## config.mk

```make
export PLATFORM = sky130hd
export DESIGN_NAME = cache_wb_ctrl
export DESIGN_NICKNAME = d
export VERILOG_FILES = /design/src/rtl/cache_wb_ctrl.sv
export SDC_FILE = /design/constraint.sdc
export NUM_CORES = 2
export LEC_CHECK = 0
export CAP_MARGIN = 5
export CELL_PAD_IN_SITES_DETAIL_PLACEMENT = 1
export CELL_PAD_IN_SITES_GLOBAL_PLACEMENT = 2
export CORE_ASPECT_RATIO = 1.2
export CORE_MARGIN = 4
export CORE_UTILIZATION = 41
export CTS_CLUSTER_SIZE = 12
export DETAILED_ROUTE_END_ITERATION = 8
export PLACE_DENSITY_LB_ADDON = 0.1
export SLEW_MARGIN = 40
export SYNTH_ARGS = -nofsm -noshare
export SYNTH_HDL_FRONTEND = slang
export SYNTH_SLANG_ARGS = --single-unit
```

## constraint.sdc

```tcl
create_clock -name clk -period 10.15 [get_ports clk]
set_input_delay 2.03 -clock clk [delete_from_list [all_inputs] [get_ports clk]]
set_output_delay 2.03 -clock clk [all_outputs]
set_load 0.03 [all_outputs]
```

## src/rtl/cache_wb_ctrl.sv

```systemverilog
// cache_wb_ctrl: N-way set-associative write-back data-cache controller.
//
// Sits between a core load/store port, a word-wide byte-enabled data SRAM
// and an external memory bus. Tags, valid, dirty and per-way age counters
// are kept in registers. The data SRAM holds WORDS_PER_LINE words per way.
// A miss picks a victim (lowest invalid way, otherwise the oldest way with
// ties going to the lowest index). A dirty victim is written back, the line
// is refilled, and the original access then replays as a hit.
//
// Address split: tag | index | word offset | byte offset.
//
// Ports:
//   clk, rst            clock, synchronous active-high reset
//   req_*               core request (valid/ready), we, addr, be, wdata
//   rsp_valid/rsp_rdata one-cycle completion pulse; load data held until the
//                       next rsp_valid
//   sram_*              data SRAM strobe, byte write enables, {way,index,word}
//                       address, write data, read data (SRAM_LATENCY cycles)
//   mem_*               memory bus; mem_req held until mem_ack, mem_rdata
//                       valid together with mem_ack on reads
//   dbg_state           current FSM state
//
// Optional build macro CACHE_WB_CTRL_STATS_EN adds the saturating 32-bit
// counters stat_hits, stat_misses and stat_writebacks (cleared by rst).
//
// Handshakes: a transfer on a valid/ready pair happens in exactly the cycle
// where both are high; once raised, mem_req stays high with mem_addr,
// mem_we and mem_wdata stable until the cycle in which mem_ack is seen.
module cache_wb_ctrl #(
  parameter int DATA_WIDTH     = 32,
  parameter int ADDR_WIDTH     = 32,
  parameter int N_WAYS         = 4,
  parameter int NUM_SETS       = 16,
  parameter int WORDS_PER_LINE = 4,
  parameter int SRAM_LATENCY   = 1,
  parameter int AGE_BITS       = 8,
  localparam int BYTES         = DATA_WIDTH / 8,
  localparam int SRAM_AW       = $clog2(N_WAYS * NUM_SETS * WORDS_PER_LINE)
) (
  input  logic                  clk,
  input  logic                  rst,
  input  logic                  req_valid,
  output logic                  req_ready,
  input  logic                  req_we,
  input  logic [ADDR_WIDTH-1:0] req_addr,
  input  logic [BYTES-1:0]      req_be,
  input  logic [DATA_WIDTH-1:0] req_wdata,
  output logic                  rsp_valid,
  output logic [DATA_WIDTH-1:0] rsp_rdata,
  output logic                  sram_en,
  output logic [BYTES-1:0]      sram_we,
  output logic [SRAM_AW-1:0]    sram_addr,
  output logic [DATA_WIDTH-1:0] sram_din,
  input  logic [DATA_WIDTH-1:0] sram_dout,
  output logic                  mem_req,
  output logic                  mem_we,
  output logic [ADDR_WIDTH-1:0] mem_addr,
  output logic [DATA_WIDTH-1:0] mem_wdata,
  input  logic                  mem_ack,
  input  logic [DATA_WIDTH-1:0] mem_rdata,
  output logic [2:0]            dbg_state
`ifdef CACHE_WB_CTRL_STATS_EN
  ,
  output logic [31:0]           stat_hits,
  output logic [31:0]           stat_misses,
  output logic [31:0]           stat_writebacks
`endif
);

  localparam int OFF_W = $clog2(BYTES);
  localparam int WRD_W = $clog2(WORDS_PER_LINE);
  localparam int IDX_W = $clog2(NUM_SETS);
  localparam int WAY_W = $clog2(N_WAYS);
  localparam int TAG_W = ADDR_WIDTH - IDX_W - WRD_W - OFF_W;
  localparam int CNT_W = $clog2(SRAM_LATENCY + 1) + 1;

  localparam logic [2:0] S_INIT   = 3'd0;
  localparam logic [2:0] S_IDLE   = 3'd1;
  localparam logic [2:0] S_ACCESS = 3'd2;
  localparam logic [2:0] S_RESP   = 3'd3;
  localparam logic [2:0] S_WB_RD  = 3'd4;
  localparam logic [2:0] S_WB_MEM = 3'd5;
  localparam logic [2:0] S_FILL   = 3'd6;

  logic [2:0]            state;
  logic [CNT_W-1:0]      cnt;       // SRAM latency counter
  logic [WRD_W-1:0]      word_q;    // WB/FILL beat counter, wraps naturally
  logic [WAY_W-1:0]      way_q;     // hit way or victim way of the request
  logic                  we_q;
  logic [TAG_W-1:0]      tag_r_q;
  logic [IDX_W-1:0]      idx_q;
  logic [WRD_W-1:0]      wrd_q;
  logic [BYTES-1:0]      be_q;
  logic [DATA_WIDTH-1:0] wdata_q;
  logic [TAG_W-1:0]      wb_tag_q;
  logic [DATA_WIDTH-1:0] wb_data_q;
  logic [DATA_WIDTH-1:0] rdata_q;

  logic [TAG_W-1:0]    tag_q   [NUM_SETS][N_WAYS];
  logic [AGE_BITS-1:0] age_q   [NUM_SETS][N_WAYS];
  logic [N_WAYS-1:0]   valid_q [NUM_SETS];
  logic [N_WAYS-1:0]   dirty_q [NUM_SETS];

  logic [TAG_W-1:0] in_tag;
  logic [IDX_W-1:0] in_idx;
  logic [WRD_W-1:0] in_wrd;
  logic             unused_off;

  assign in_tag     = req_addr[ADDR_WIDTH-1 -: TAG_W];
  assign in_idx     = req_addr[OFF_W+WRD_W +: IDX_W];
  assign in_wrd     = req_addr[OFF_W +: WRD_W];
  assign unused_off = ^req_addr[OFF_W-1:0];

  // Lookup and victim choice for the request currently on the port.
  logic                hit;
  logic [WAY_W-1:0]    hit_way;
  logic [WAY_W-1:0]    vict_way;
  logic [AGE_BITS-1:0] max_age;
  logic                inv_found;
  logic [WAY_W-1:0]    acc_way;

  always_comb begin
    hit     = 1'b0;
    hit_way = '0;
    for (int w = 0; w < N_WAYS; w++) begin
      if (!hit && valid_q[in_idx][w] && tag_q[in_idx][w] == in_tag) begin
        hit     = 1'b1;
        hit_way = WAY_W'(w);
      end
    end
    // Oldest way first (strict > keeps the lowest index on ties); an invalid
    // way, if any, overrides it.
    vict_way = '0;
    max_age  = age_q[in_idx][0];
    for (int w = 1; w < N_WAYS; w++) begin
      if (age_q[in_idx][w] > max_age) begin
        max_age  = age_q[in_idx][w];
        vict_way = WAY_W'(w);
      end
    end
    inv_found = 1'b0;
    for (int w = 0; w < N_WAYS; w++) begin
      if (!inv_found && !valid_q[in_idx][w]) begin
        inv_found = 1'b1;
        vict_way  = WAY_W'(w);
      end
    end
    acc_way = hit ? hit_way : vict_way;
  end

  always_ff @(posedge clk) begin
    if (rst) begin
      state     <= S_INIT;
      cnt       <= '0;
      word_q    <= '0;
      way_q     <= '0;
      we_q      <= 1'b0;
      tag_r_q   <= '0;
      idx_q     <= '0;
      wrd_q     <= '0;
      be_q      <= '0;
      wdata_q   <= '0;
      wb_tag_q  <= '0;
      wb_data_q <= '0;
      rdata_q   <= '0;
      for (int s = 0; s < NUM_SETS; s++) begin
        valid_q[s] <= '0;
        dirty_q[s] <= '0;
        for (int w = 0; w < N_WAYS; w++) begin
          tag_q[s][w] <= '0;
          age_q[s][w] <= '0;
        end
      end
    end else begin
      case (state)
        S_INIT: state <= S_IDLE;
        S_IDLE: begin
          if (req_valid) begin
            we_q    <= req_we;
            tag_r_q <= in_tag;
            idx_q   <= in_idx;
            wrd_q   <= in_wrd;
            be_q    <= req_be;
            wdata_q <= req_wdata;
            way_q   <= acc_way;
            cnt     <= '0;
            word_q  <= '0;
            // The accessed (or about-to-be-filled) way becomes youngest.
            for (int w = 0; w < N_WAYS; w++) begin
              if (WAY_W'(w) == acc_way)
                age_q[in_idx][w] <= '0;
              else if (valid_q[in_idx][w] && age_q[in_idx][w] != {AGE_BITS{1'b1}})
                age_q[in_idx][w] <= age_q[in_idx][w] + 1'b1;
            end
            if (hit) begin
              state <= S_ACCESS;
            end else if (valid_q[in_idx][vict_way] && dirty_q[in_idx][vict_way]) begin
              wb_tag_q <= tag_q[in_idx][vict_way];
              state    <= S_WB_RD;
            end else begin
              state <= S_FILL;
            end
          end
        end
        S_ACCESS: begin
          if (cnt == '0 && we_q) dirty_q[idx_q][way_q] <= 1'b1;
          if (cnt == CNT_W'(SRAM_LATENCY - 1)) begin
            cnt   <= '0;
            state <= S_RESP;
          end else begin
            cnt <= cnt + 1'b1;
          end
        end
        S_RESP: begin
          if (!we_q) rdata_q <= sram_dout;
          state <= S_IDLE;
        end
        S_WB_RD: begin
          // Read issued at cnt==0, data valid once cnt reaches the latency.
          if (cnt == CNT_W'(SRAM_LATENCY)) begin
            wb_data_q <= sram_dout;
            cnt       <= '0;
            state     <= S_WB_MEM;
          end else begin
            cnt <= cnt + 1'b1;
          end
        end
        S_WB_MEM: begin
          if (mem_ack) begin
            word_q <= word_q + 1'b1;
            if (word_q == {WRD_W{1'b1}}) begin
              dirty_q[idx_q][way_q] <= 1'b0;
              state                 <= S_FILL;
            end else begin
              state <= S_WB_RD;
            end
          end
        end
        S_FILL: begin
          if (mem_ack) begin
            word_q <= word_q + 1'b1;
            if (word_q == {WRD_W{1'b1}}) begin
              tag_q[idx_q][way_q]   <= tag_r_q;
              valid_q[idx_q][way_q] <= 1'b1;
              dirty_q[idx_q][way_q] <= 1'b0;
              cnt                   <= '0;
              state                 <= S_ACCESS;
            end
          end
        end
        default: state <= S_INIT;
      endcase
    end
  end

  always_comb begin
    req_ready = (state == S_IDLE);
    rsp_valid = (state == S_RESP);
    // Load data goes out straight from the SRAM in the RESP cycle and is
    // held from rdata_q afterwards.
    rsp_rdata = (state == S_RESP && !we_q) ? sram_dout : rdata_q;
    dbg_state = state;
    sram_en   = 1'b0;
    sram_we   = '0;
    sram_addr = '0;
    sram_din  = '0;
    mem_req   = 1'b0;
    mem_we    = 1'b0;
    mem_addr  = '0;
    mem_wdata = '0;
    case (state)
      S_ACCESS: begin
        if (cnt == '0) begin
          sram_en   = 1'b1;
          sram_addr = {way_q, idx_q, wrd_q};
          if (we_q) begin
            sram_we  = be_q;
            sram_din = wdata_q;
          end
        end
      end
      S_WB_RD: begin
        if (cnt == '0) begin
          sram_en   = 1'b1;
          sram_addr = {way_q, idx_q, word_q};
        end
      end
      S_WB_MEM: begin
        mem_req   = 1'b1;
        mem_we    = 1'b1;
        mem_addr  = {wb_tag_q, idx_q, word_q, {OFF_W{1'b0}}};
        mem_wdata = wb_data_q;
      end
      S_FILL: begin
        mem_req  = 1'b1;
        mem_addr = {tag_r_q, idx_q, word_q, {OFF_W{1'b0}}};
        if (mem_ack) begin
          sram_en   = 1'b1;
          sram_we   = '1;
          sram_addr = {way_q, idx_q, word_q};
          sram_din  = mem_rdata;
        end
      end
      default: ;
    endcase
  end

`ifdef CACHE_WB_CTRL_STATS_EN
  always_ff @(posedge clk) begin
    if (rst) begin
      stat_hits       <= '0;
      stat_misses     <= '0;
      stat_writebacks <= '0;
    end else begin
      if (state == S_IDLE && req_valid) begin
        if (hit && stat_hits != '1) stat_hits <= stat_hits + 1'b1;
        if (!hit && stat_misses != '1) stat_misses <= stat_misses + 1'b1;
      end
      if (state == S_WB_MEM && mem_ack && word_q == {WRD_W{1'b1}} && stat_writebacks != '1)
        stat_writebacks <= stat_writebacks + 1'b1;
    end
  end
`endif

endmodule

```

==> flow_summary.ini <==
[run_status]
status = completed

[route]
vias = 73300
drtPass1Iterations = 6
drtIter0Drc = 7272
viasPerCell = 5.98
antenna_left = 0
drcViolationCount = 0
wirelength_um = 432000
wl_per_cell_um = 35.3

[flow_run]
drv_cap = 0

[cells_and_area]
fin_nets = 8611
layout-drive-gt1-share_pct = 20.9
postLayoutCoreUtil_pct = 47.7
nFillCells = 26800
fin_area_um2 = 130000
syn_to_final_growth_pct = 15.5

[yosys]
ys_warn_count = 0
async_flop_share_pct = 0
synthTopCellsByCount = edfxtp_1 (2,112), and2_1 (1,595), clkbuf_1 (563)
synth-edff-count = 2112
synth_cell_types = 104
synth.yosys.seq_area_share_pct = 60.2
postSynthCellCount = 8251
synth_area_leaders = edfxtp_1 (56%), mux4_2 (10%), and2_1 (8.8%)
synth_top_area_share_pct = 56.2
synth_area_um2 = 113000
synth.most_common_cell = edfxtp_1
synthFlopType = edfxtp_1
syn_avg_cell_area_um2 = 13.7
yosys.area.top_type = edfxtp_1
synth_seq_cells = 2340

[sta]
slew_violations = 0
max_freq_ghz = 0.106
hold_viol_final = 0
timing.hold.ws_ns = 0.446
setup_viol = 0
tightest_slew_ns = 1.00
period_minus_slack_ns = 9.44
grt_setup_unrepaired = no
fin_crit_sh_pct = 93.0
slew_headroom_pct = 33.4
skew_ns = 0.0573

[clocking]
clk_latency_ns = 0.88
cts_buffer_depth = 4
cts_buffers = 271
path_clk_slew_ns = 0.06
clkSinkCount = 2340
cts_max_level = 5
cts_setup_buffers = 0
cts_tree = yes
hold_buffers = 0
clockRootBuffer = clkbuf_16
cts_resized = 0

[setup_path]
path_class = primary input to flop
cp_data_required_time_ns = 10.64
setup.worst_path.end_class = flop
slowest_stage = mux4_1
startpoint_type = primary input
arrival_ns = 9.93
path_max_fanout = 16
cpPeakStageDelay_ns = 0.60

[pwr]
clkPwrFrac_pct = 39.8
swShare_pct = 27.0
ir_drop_mv = 0.149
seqPwrFrac_pct = 46.2
power.density_nw_per_um2 = 184
p_leak_nw = 45.6
comb_power_share_pct = 14.0
power.internal_mw = 17.5
p_switching_mw = 6.48
p_total_mw = 24.0

[floorplan]
core_area_um2 = 274000
dieArea_um2 = 284000
num_rows = 210
initial_core_util_pct = 41.3
ios = 285
die_w_um = 487
die_h_um = 583

[placed_design]
place_congestion = 0.946
numPortBuffers = 280
place_area_um2 = 122000
hpwl_um = 282000

[hold_path]
min_path_type = flop to flop

[global_route]
grt_pass1_vias = 75900
grt-ovfl-total = 0
grt_pass1_wl_um = 601000
track_usage_pct = 29.9
grt_max_degree = 90
antenna_found_initial = 29
## worst paths after layout
path,startpoint,endpoint,slack (ns),cells after the start
setup reg to reg,age_q[7][21],age_q[1][22],2.13,25
setup / recovery,req_addr[4],age_q[1][22],0.71,28
hold reg to reg,valid_q[15][3],valid_q[15][3],0.45,1
hold / removal,valid_q[15][3],valid_q[15][3],0.45,1
## kinds of logic (layout without fill, tap and decap cells)
| family | Yosys count | count (layout) | synth area share (%) |
|---|---|---|---|
| compound gates | 853 | 853 | 5.34 |
| xor+xnor | 137 | 137 | 1.06 |
| fa+ha+maj | 32 | 32 | 0.354 |
| buf+inv | 865 | 1250 | 3.53 |
| flops | 2340 | 2340 | 60.2 |
| mux | 958 | 958 | 14.7 |
| other cells | 1 | 11 | 0.00332 |
| simple gates | 3065 | 3065 | 14.8 |
## stage by stage
step	instances	TNS [ns]	setup WS (ns)
finish	12300	0	0.713
global route	12200	0	0.414
CTS	12200	0	0.723
detailed placement	11800	-13.47	-0.141
global placement	11700	-0.0911	-0.00756
floorplan	8252	0	0.0477
## area by class of cell
| class | instances | area [um2] | area share [%] |
|---|---|---|---|
| timing repair buffer | 736 | 7310 | 5.60 |
| clock buffer | 364 | 7490 | 5.74 |
| antenna | 9 | 22.5 | 0.0173 |
| sequential | 2340 | 68000 | 52.1 |
| inverter | 46 | 190 | 0.146 |
| tap | 3604 | 4510 | 3.46 |
| multi-input combinational | 5047 | 42000 | 32.2 |
| clock inverter | 104 | 897 | 0.688 |
## power groups by stage
| stage | registers [mW] | clock network (mW) | logic [mW] |
|---|---|---|---|
| after floorplan | 11.2 | 0 | 1.80 |
| after global placement | 11.3 | 0 | 3.27 |
| after detailed placement | 11.3 | 0 | 3.35 |
| after CTS | 11.1 | 9.72 | 3.35 |
| after global routing | 11.1 | 10.1 | 3.49 |
| final | 11.1 | 9.56 | 3.35 |
## layout by cell type (no fill, tap or decap), types with 53 or more instances in the layout
cell             Yosys  routed
clkbuf_1           563      66
mux4_2             502     502
nor2_1             557     474
clkbuf_16            0     279
xnor2_1            110     108
mux2_2             125     125
a21o_1             122     122
o31ai_1             55      55
nor3_1              67      65
dfxtp_1            228     204
a21oi_1            171     171
edfxtp_1          2112    2112
mux2i_1            292     276
nor4_1             115     115
nand2_1            412     408
and2_1            1595    1591
nor2_2              81     146
o21ai_0            117      53
a22oi_1             67      67
a22o_1              62      62
buf_4               48     357
clkdlybuf4s50_1      0     275
## critical path: cells and delay by family
kind	cells	cell delay (ns)
AND/OR/NAND/NOR	7	1.10
AO/OA/AOI/OAI	10	3.07
adder cells (fa/ha/maj)	3	0.88
multiplexers	3	1.67
buffers and inverters	5	1.08
## routing by layer
| metal | global-route usage (%) | vias up | share of wire [%] |
|---|---|---|---|
| li1 | - | 30800 | - |
| met1 | 37.7 | 38800 | 39 |
| met2 | 50.7 | 2784 | 49 |
| met3 | 4.68 | 812 | 6.6 |
| met4 | 14.0 | 4 | 5.6 |
| met5 | 0 | - | 0.0049 |
## state kept, by name, indices dropped and copies added, names as in the netlist, 3 cells and up
name and flops:
be_q 4, wdata_q 32, wb_tag_q 24, age_q 512, valid_q 64, tag_r_q 24, dirty_q 64, tag_q 1536
wb_data_q 32, dbg_state 3, rdata_q 32, idx_q 4
(Power assumes the default switching activity.)
